===== src/rtl/mac_pe.sv =====
// rtl/mac_pe.sv - multiply-accumulate PE with operand forwarding and result handshake
module mac_pe #(
  parameter int DATA_W   = 8,
  parameter int ACC_W    = 20,
  parameter int OUT_W    = 8,
  parameter bit SIGNED   = 1'b0,
  parameter bit SATURATE = 1'b1
) (
  input  logic              clk,
  input  logic              rst_n,
  input  logic              in_valid,
  output logic              in_ready,
  input  logic [DATA_W-1:0] a_in,
  input  logic [DATA_W-1:0] b_in,
  input  logic              last,
  output logic [DATA_W-1:0] a_out,
  output logic [DATA_W-1:0] b_out,
  output logic              fwd_valid,
  output logic              res_valid,
  input  logic              res_ready,
  output logic [OUT_W-1:0]  result,
  output logic              ovf
);

  typedef enum logic [1:0] {IDLE, ACCUM, FULL} state_t;

  state_t                state;
  logic [ACC_W-1:0]      acc;
  logic                  acc_ovf;

  logic                  take;
  logic                  finish;
  logic                  slot_free;
  logic                  load_res;

  logic [2*DATA_W-1:0]   prod_s;
  logic [2*DATA_W-1:0]   prod_u;
  logic [ACC_W:0]        prod_x;
  logic [ACC_W:0]        base_x;
  logic [ACC_W:0]        sum_x;
  logic                  add_ovf;
  logic [ACC_W-1:0]      sum_val;
  logic                  sum_ovf;

  logic [ACC_W-1:0]      nar_src;
  logic [ACC_W-1:0]      nar_shift;
  logic [ACC_W-1:0]      nar_sshift;
  logic                  in_range;
  logic [OUT_W-1:0]      nar_val;
  logic                  nar_ovf;

  // A finished sum parked in acc blocks new terms until the result slot frees up
  assign in_ready  = (state != FULL);
  assign take      = in_valid && in_ready;
  assign finish    = take && last;
  assign slot_free = !res_valid || res_ready;
  assign load_res  = (finish && slot_free) || ((state == FULL) && res_ready);

  // Product and running sum, computed one bit wider than acc to catch overflow
  always_comb begin
    // Operands extended to full product width so the truncated product is exact for both signednesses
    prod_s = {{DATA_W{a_in[DATA_W-1]}}, a_in} * {{DATA_W{b_in[DATA_W-1]}}, b_in};
    prod_u = {{DATA_W{1'b0}}, a_in} * {{DATA_W{1'b0}}, b_in};
    if (SIGNED) prod_x = {{(ACC_W-2*DATA_W+2){prod_s[2*DATA_W-1]}}, prod_s[2*DATA_W-2:0]};
    else        prod_x = {{(ACC_W-2*DATA_W+1){1'b0}}, prod_u};

    if (state == IDLE)  base_x = '0;
    else if (SIGNED)    base_x = {acc[ACC_W-1], acc};
    else                base_x = {1'b0, acc};

    sum_x   = base_x + prod_x;
    add_ovf = SIGNED ? (sum_x[ACC_W] ^ sum_x[ACC_W-1]) : sum_x[ACC_W];

    sum_val = sum_x[ACC_W-1:0];
    sum_ovf = 1'b0;
    if (SATURATE && add_ovf) begin
      sum_ovf = 1'b1;
      if (!SIGNED)           sum_val = '1;
      else if (sum_x[ACC_W]) sum_val = {1'b1, {(ACC_W-1){1'b0}}};
      else                   sum_val = {1'b0, {(ACC_W-1){1'b1}}};
    end
  end

  // Narrow the finished sum to OUT_W; source is acc when draining FULL, else the live sum
  always_comb begin
    nar_src    = (state == FULL) ? acc : sum_val;
    nar_shift  = nar_src >> OUT_W;
    nar_sshift = $signed(nar_src) >>> (OUT_W - 1);
    if (SIGNED) in_range = (nar_sshift == '0) || (nar_sshift == '1);
    else        in_range = (nar_shift == '0);

    nar_val = nar_src[OUT_W-1:0];
    if (SATURATE && !in_range) begin
      if (!SIGNED)              nar_val = '1;
      else if (nar_src[ACC_W-1]) nar_val = {1'b1, {(OUT_W-1){1'b0}}};
      else                       nar_val = {1'b0, {(OUT_W-1){1'b1}}};
    end
    nar_ovf = ((state == FULL) ? acc_ovf : (acc_ovf | sum_ovf)) | !in_range;
  end

  // Accumulator state machine
  always_ff @(posedge clk or negedge rst_n) begin
    if (!rst_n) begin
      state   <= IDLE;
      acc     <= '0;
      acc_ovf <= 1'b0;
    end else begin
      case (state)
        IDLE, ACCUM: begin
          if (take) begin
            if (!last) begin
              acc     <= sum_val;
              acc_ovf <= acc_ovf | sum_ovf;
              state   <= ACCUM;
            end else if (slot_free) begin
              acc     <= '0;
              acc_ovf <= 1'b0;
              state   <= IDLE;
            end else begin
              acc     <= sum_val;
              acc_ovf <= acc_ovf | sum_ovf;
              state   <= FULL;
            end
          end
        end
        FULL: begin
          if (res_ready) begin
            acc     <= '0;
            acc_ovf <= 1'b0;
            state   <= IDLE;
          end
        end
        default: begin
          acc     <= '0;
          acc_ovf <= 1'b0;
          state   <= IDLE;
        end
      endcase
    end
  end

  // Result register: a reload in the same cycle as a drain keeps res_valid high
  always_ff @(posedge clk or negedge rst_n) begin
    if (!rst_n) begin
      res_valid <= 1'b0;
      result    <= '0;
      ovf       <= 1'b0;
    end else if (load_res) begin
      res_valid <= 1'b1;
      result    <= nar_val;
      ovf       <= nar_ovf;
    end else if (res_valid && res_ready) begin
      res_valid <= 1'b0;
    end
  end

  // Operand forwarding to neighbours, updated only on accepted terms
  always_ff @(posedge clk or negedge rst_n) begin
    if (!rst_n) begin
      a_out     <= '0;
      b_out     <= '0;
      fwd_valid <= 1'b0;
    end else begin
      fwd_valid <= take;
      if (take) begin
        a_out <= a_in;
        b_out <= b_in;
      end
    end
  end

endmodule


===== config.mk =====
export PLATFORM = sky130hd
export DESIGN_NAME = mac_pe
export DESIGN_NICKNAME = d
export VERILOG_FILES = /design/src/rtl/mac_pe.sv
export SDC_FILE = /design/constraint.sdc
export NUM_CORES = 1
export LEC_CHECK = 0
export ABC_AREA = 1
export BUFFER_PORTS_ARGS = -buffer_cell sky130_fd_sc_hd__buf_4
export CORE_MARGIN = 3
export CORE_UTILIZATION = 41
export DETAILED_ROUTE_END_ITERATION = 16
export GPL_ROUTABILITY_DRIVEN = 0
export SETUP_SLACK_MARGIN = 0.02
export SYNTH_ARGS = -nofsm -noshare
export SYNTH_HDL_FRONTEND = slang
export SYNTH_SLANG_ARGS = --single-unit

===== constraint.sdc =====
create_clock -name clk -period 6.7 [get_ports clk]
set_clock_uncertainty 0.2 [all_clocks]
set_input_delay 1.34 -clock clk [delete_from_list [all_inputs] [get_ports clk]]
set_output_delay 1.34 -clock clk [all_outputs]
set_load 0.005 [all_outputs]

======== Word level (Yosys, flattened, before mapping) ========
Cells that the tools add are included.
word-level totals
  word-level logic and storage cells ...... 55
  bits of input ports ..................... 21
  register bits ........................... 50
cells by class
  $mul .................................... 1
  add/sub/neg operators ................... 1
  reduce and logical (&&, ||, !) cells .... 14
  bitwise gates (word level) .............. 2
  muxes and demuxes ....................... 23
  equality and inequality tests ........... 5
operators by type and width
  operator                                                          number
  20-bit 2-to-1 mux                                                 7
  20-bit one-hot mux with 2 select lines                            1
  21-bit by 16-bit adder with 21-bit output                         1
  20-bit zero test                                                  1
  8-bit by 8-bit multiplier with 16-bit output                      1
  1-bit 2-to-1 mux                                                  8
  2-bit 2-to-1 mux                                                  4
  8-bit 2-to-1 mux                                                  1
  2-bit inequality test (second input constant)                     3
  1-bit logical AND                                                 5
  2-bit one-hot mux with 2 select lines                             1
  2-bit by 1-bit == test with 1-bit output (second input constant)  1
  2-bit == test (second input constant)                             1
  1-bit zero test                                                   2
  2-bit zero test                                                   1
  1-bit logical OR                                                  2
  1-bit bitwise OR                                                  2
  1-bit one-hot mux with 2 select lines                             1
  2-bit AND reduction                                               1
  2-bit nonzero test                                                1
  2-bit OR reduction                                                1

======== Depth between registers and ports, before layout ========
  depth in word-level cells ............... 9
  depth in mapped cells ................... 29
  depth with buffers taken out ............ 28

======== Worst setup path after synthesis ========
OpenSTA, ideal clock, no wires.
  path type ............................... input to register
  start point ............................. in b_in[0]
  end point ............................... reg result[0]
  setup time .............................. 113 ps
  stages on the path ...................... 24
  arrival ................................. 5,385 ps
  path slack .............................. 1,002 ps
  data required time ...................... 6,387 ps
  cells stage by stage .................... clkbuf_1 nand2_1 fa_1 inv_1 fa_1 inv_1 fa_1 fa_1 inv_1 ha_1 nand2_2 inv_2 nand2_1 nand2_1 nand2_2 nand3_4 nand2_2 nand2_4 buf_8 or2_4 a21oi_1 nand4_1 nand2_1 inv_1
on the way
  word-level cells in the longest chain between the ends .. 6
ends and longest elaborated chain
  element                                           line  RTL
  start, declared                                   14    input logic [DATA_W-1:0] b_in,
  8-bit by 8-bit multiplier with 16-bit output (*)  63    prod_u = {{DATA_W{1'b0}}, a_in} * {{DATA_W{1'b0}}, b_in};
  21-bit by 16-bit adder with 21-bit output (*)     71    sum_x = base_x + prod_x;
  20-bit 2-to-1 mux (*)                             76    if (SATURATE && add_ovf) begin
  20-bit 2-to-1 mux (*)                             86    nar_src = (state == FULL) ? acc : sum_val;
  20-bit zero test                                  90    else in_range = (nar_shift == '0);
  8-bit 2-to-1 mux (*)                              93    if (SATURATE && !in_range) begin
  end signal, assigned                              150   result <= nar_val;
  end, declared                                     21    output logic [OUT_W-1:0] result,
Every way passes the cells marked *; elsewhere a longest branch is shown, timed or not.
A chain may end at the register's enable or synchronous reset.

======== Worst setup path after layout ========
  start point ............................. in a_in[6]
  end point ............................... reg result[7]
on the way
  word-level cells in the longest chain between the ends .. 6
ends and longest elaborated chain
  element                                           line  RTL
  start, declared                                   13    input logic [DATA_W-1:0] a_in,
  8-bit by 8-bit multiplier with 16-bit output (*)  63
  21-bit by 16-bit adder with 21-bit output (*)     71
  20-bit 2-to-1 mux (*)                             76
  20-bit 2-to-1 mux (*)                             86
  20-bit zero test                                  90
  8-bit 2-to-1 mux (*)                              93
Marked as above.

==> results.md <==
Floorplanning:
- The area of the placeable core is 13500 sq um.
- The floorplan step set the die width to 124 um.
- The I/O pin count is 49.
- The cell row count is 42.
- The initial core utilization is 42.6%.
- The floorplan die area is 15400 sq um.
- The die span in y is 124 um.

GRT:
- The global-route wire length before repair is 23600 um.
- The initial antenna violation count is 0.
- The total congestion overflow is 0.
- The via count of the first global-routing pass is 4701.
- Global routing used 18.2% of the available tracks.
- The maximum number of pins on one net before global-route repair is 51.

Timing:
- The worst pin sits at a relative slew slack of 44.7%.
- Setup repair after global routing left no endpoint under its margin.
- Setup violations remaining at the end of the flow were counted as 0.
- The achievable frequency is 179 MHz.
- For the pin with the worst max-slew slack, the measured transition is 0.827 ns.
- The minimum setup slack in the final design is 1.12 ns.
- The final number of max-transition violations is 0.
- Dividing the final minimum period by the clock period gives 83.3%.
- For the final routed database, the setup TNS stands at 0 ns.
- The number of hold violations in the final report came to 0.
- The post-route minimum period is 5.58 ns.
- The final worst hold slack is 0.270 ns.

Clock network:
- Clock-pin slew was measured on the worst setup and hold paths at 0.07 ns.
- The number of hold buffers added after CTS was 0.
- The CTS tree is done.
- In this run the post-CTS setup repair buffer count came out at 0.
- The count of H-tree levels built during CTS is 2.
- After clock tree synthesis, the repair step resized 0 gates.
- The sink count of the clock tree is 50.
- The number of buffers inserted during clock tree synthesis is 5.
- CTS placed an instance of sky130_fd_sc_hd__clkbuf_16 at the clock tree root.
- The clock latency on the worst-skew pair is 0.30 ns.
- The clock tree buffer depth is 2.

Synthesis:
- For this run, the leading register cell type out of synthesis is sky130_fd_sc_hd__dfrtp_1.
- The area share of the largest cell type after synthesis is 21.8%.
- Sorting the synthesized cells by area gives the leading types as sky130_fd_sc_hd__dfrtp_1 (22%), sky130_fd_sc_hd__fa_1 (17%), sky130_fd_sc_hd__nand2_1 (15%).
- After synthesis, the share of flip-flops with an asynchronous set or reset is 100%.
- The cell taking the most area after synthesis is sky130_fd_sc_hd__dfrtp_1.
- Counting every instance in the synthesized netlist gives 800.
- The commonest cells after synthesis are sky130_fd_sc_hd__nand2_1 (235), sky130_fd_sc_hd__inv_1 (207), sky130_fd_sc_hd__dfrtp_1 (50), sky130_fd_sc_hd__fa_1 (50), sky130_fd_sc_hd__ha_1 (41).
- The number of register bits inferred by synthesis is 50.
- The average instance in the mapped netlist occupies 7.16 sq um.
- The net count of the mapped netlist is 912.
- During synthesis, Yosys emitted a total of 0 warnings.
- The netlist uses 45 different library cells.
- The most common cell in the synthesized netlist is sky130_fd_sc_hd__nand2_1.
- The part of the Yosys area used for sequential elements is 21.8%.
- In this run, synthesis inferred 0 flip-flops with an integrated enable.
- The mapped cell area is 5730 sq um.

Critical path:
- The critical-path maximum fanout is 9.
- The required time of the worst setup path is 6.69 ns.
- The worst setup path is launched from an input port.
- The classification of the worst setup path is in2reg.
- The kind of cell adding the most delay to the critical path is adder cells.
- For the worst setup path, the data arrival time is 5.57 ns.
- The highest cell delay on the worst timing path is 0.55 ns.
- The critical path goes through buf_4 > nand2_1 > fa_1 > inv_1 > fa_1 > inv_1 > fa_1 > fa_1 > inv_1 > ha_1 > or2_1 > and2_1 > nand2_1 > nand3_1 > nand2_1 > nand2_1 > nor2_2 > nand4_2 > nand2_4 > nand4_1 > nand2_1 > inv_1.
- The worst setup path is captured at a register.
- In this run the number of cells on the critical path is 22.
- The number of buffers and inverters on the critical path is 5.
- The cell with the most instances on the worst path is sky130_fd_sc_hd__nand2_1.
- The slowest stage of the critical path is the sky130_fd_sc_hd__fa_1 cell.
- The register-to-register path setup slack is 1.44 ns.
- The worst reg-to-reg path cell count is 25.

Route:
- The number of optimization iterations in the first detailed-route pass is 4.
- The remaining antenna violation count is 0.
- The detailed router finished its first iteration with 321 violations.
- The final route contains 4670 vias.
- After detailed routing, the average wire length per cell comes to 13.3 um.
- Wires add up to 13400 um.
- In the routed design, unresolved DRC markers number 0.
- Dividing the detail-routed via count by the number of cells gives 4.64.

Cells and area:
- The final standard cell utilization of the core is 47.1%.
- The layout net count is 941.
- The fraction of final layout cells sized beyond drive strength 1 is 13.9%.
- The area growth from synthesis to layout is 10.5%.
- The number of antenna repair diodes is 0.

Pwr:
- The relative contribution of sequential cells to total power is 16.0%.
- VDD sags by at most 0.184 mV.
- In this run the static leakage power is 3.79 nW.
- Cell internal power was estimated by the tool at 0.00118 W.
- The clock network accounts for 10.2% of the total power.
- In this run switching power makes up 52.4% of total power.
- In this run the power density over the cells is 391 nW/um^2.
- Combinational cells account for 73.8% of the total power.
- The switching component of the power is 0.00130 W.

Placement:
- The detailed-placement wirelength estimate is 11000 um.
- The pre-CTS setup slack is 0.787 ns.
- The count of buffers from port buffering is 48.

Hold path:
- Counting instances, the worst hold path has a depth of 2.
- The worst hold path class is reg2reg.

Flow run:
- The max-capacitance violation count is 0.

Status:
- The run finished with clean final reports.
-- tightest hold or removal path: cells and delay by family (launching register included) --
| kind | cells | cell delay [ns] |
|---|---|---|
| flip-flops | 1 | 0.34 |
| AND/OR/NAND/NOR | 2 | 0.09 |
-- cells by family after synthesis --
family,after synthesis,synth area share (%)
flops,50,21.8
fa+ha+maj,91,26.4
simple gates,360,29.4
compound gates,50,5.20
buf+inv,245,16.6
xor+xnor,4,0.612
-- path summary, 6_finish.rpt --
path	start	to
min in group asynchronous	rst_n	b_out[7]
max in group asynchronous	rst_n	acc[15]
setup reg to reg	state[1]	result[7]
setup / recovery	a_in[6]	result[7]
hold / removal	a_out[1]	a_out[1]
hold reg to reg	a_out[1]	a_out[1]
-- metrics by stage --
stage / total power (W) / instances / cell area (sq um)
after global placement: 0.00224 / 998 / 6190
after CTS: 0.00250 / 1006 / 6330
after detailed placement: 0.00223 / 998 / 6190
after floorplan: 0.00182 / 800 / 5730
after global routing: 0.00280 / 1006 / 6330
final: 0.00248 / 1006 / 6330
-- cell usage in the layout (no fill, tap or decap), drive strengths merged --
cell / Yosys / layout
fa: 50 / 50
a21oi: 18 / 18
xnor2: 1 / 1
a211oi: 1 / 1
clkbuf: 22 / 6
buf: 5 / 49
nor4: 1 / 1
nor2: 43 / 43
dfrtp: 50 / 50
inv: 215 / 215
o211a: 1 / 1
nand4: 16 / 16
clkinv: 3 / 5
and2: 4 / 4
or2: 16 / 16
ha: 41 / 41
and3: 1 / 1
nand3: 25 / 25
o21bai: 1 / 1
nor3: 3 / 3
nand3b: 1 / 1
o31ai: 1 / 1
o21ai: 9 / 9
xor2: 3 / 3
nand2: 250 / 250
o22ai: 19 / 19
-- per-layer routing --
metal	GRT usage, %	part of all wire [%]	wire length, um	vias up
met1	26.1	48	6480	2147
li1	-	-	-	2405
met4	4.19	2.0	272	0
met2	29.1	45	5980	93
met3	3.01	5.0	670	25
met5	0	0	0	-
-- power by group through the flow --
stage | Combinational (W) | Sequential, W | Clock (W)
after floorplan | 0.00142 | 0.000396 | 0
after global placement | 0.00183 | 0.000402 | 0
after detailed placement | 0.00182 | 0.000402 | 0
after CTS | 0.00184 | 0.000396 | 0.000259
after global routing | 0.00213 | 0.000405 | 0.000271
final | 0.00183 | 0.000396 | 0.000253
-- registers in the layout (all words and copies together) (netlist names) --
name	count
fwd_valid	1
ovf	1
state	2
a_out	8
res_valid	1
acc	20
acc_ovf	1
b_out	8
result	8
-- layout make-up --
class | instances | area [sq um]
Inverter | 218 | 821
Sequential cell | 50 | 1250
Clock buffer | 6 | 129
Multi-Input combinational cell | 505 | 3530
Fill cell | 1435 | 7120
Timing Repair Buffer | 49 | 368
Tap cell | 176 | 220
Clock inverter | 2 | 13.8
Power figures use the tool's default switching activity.
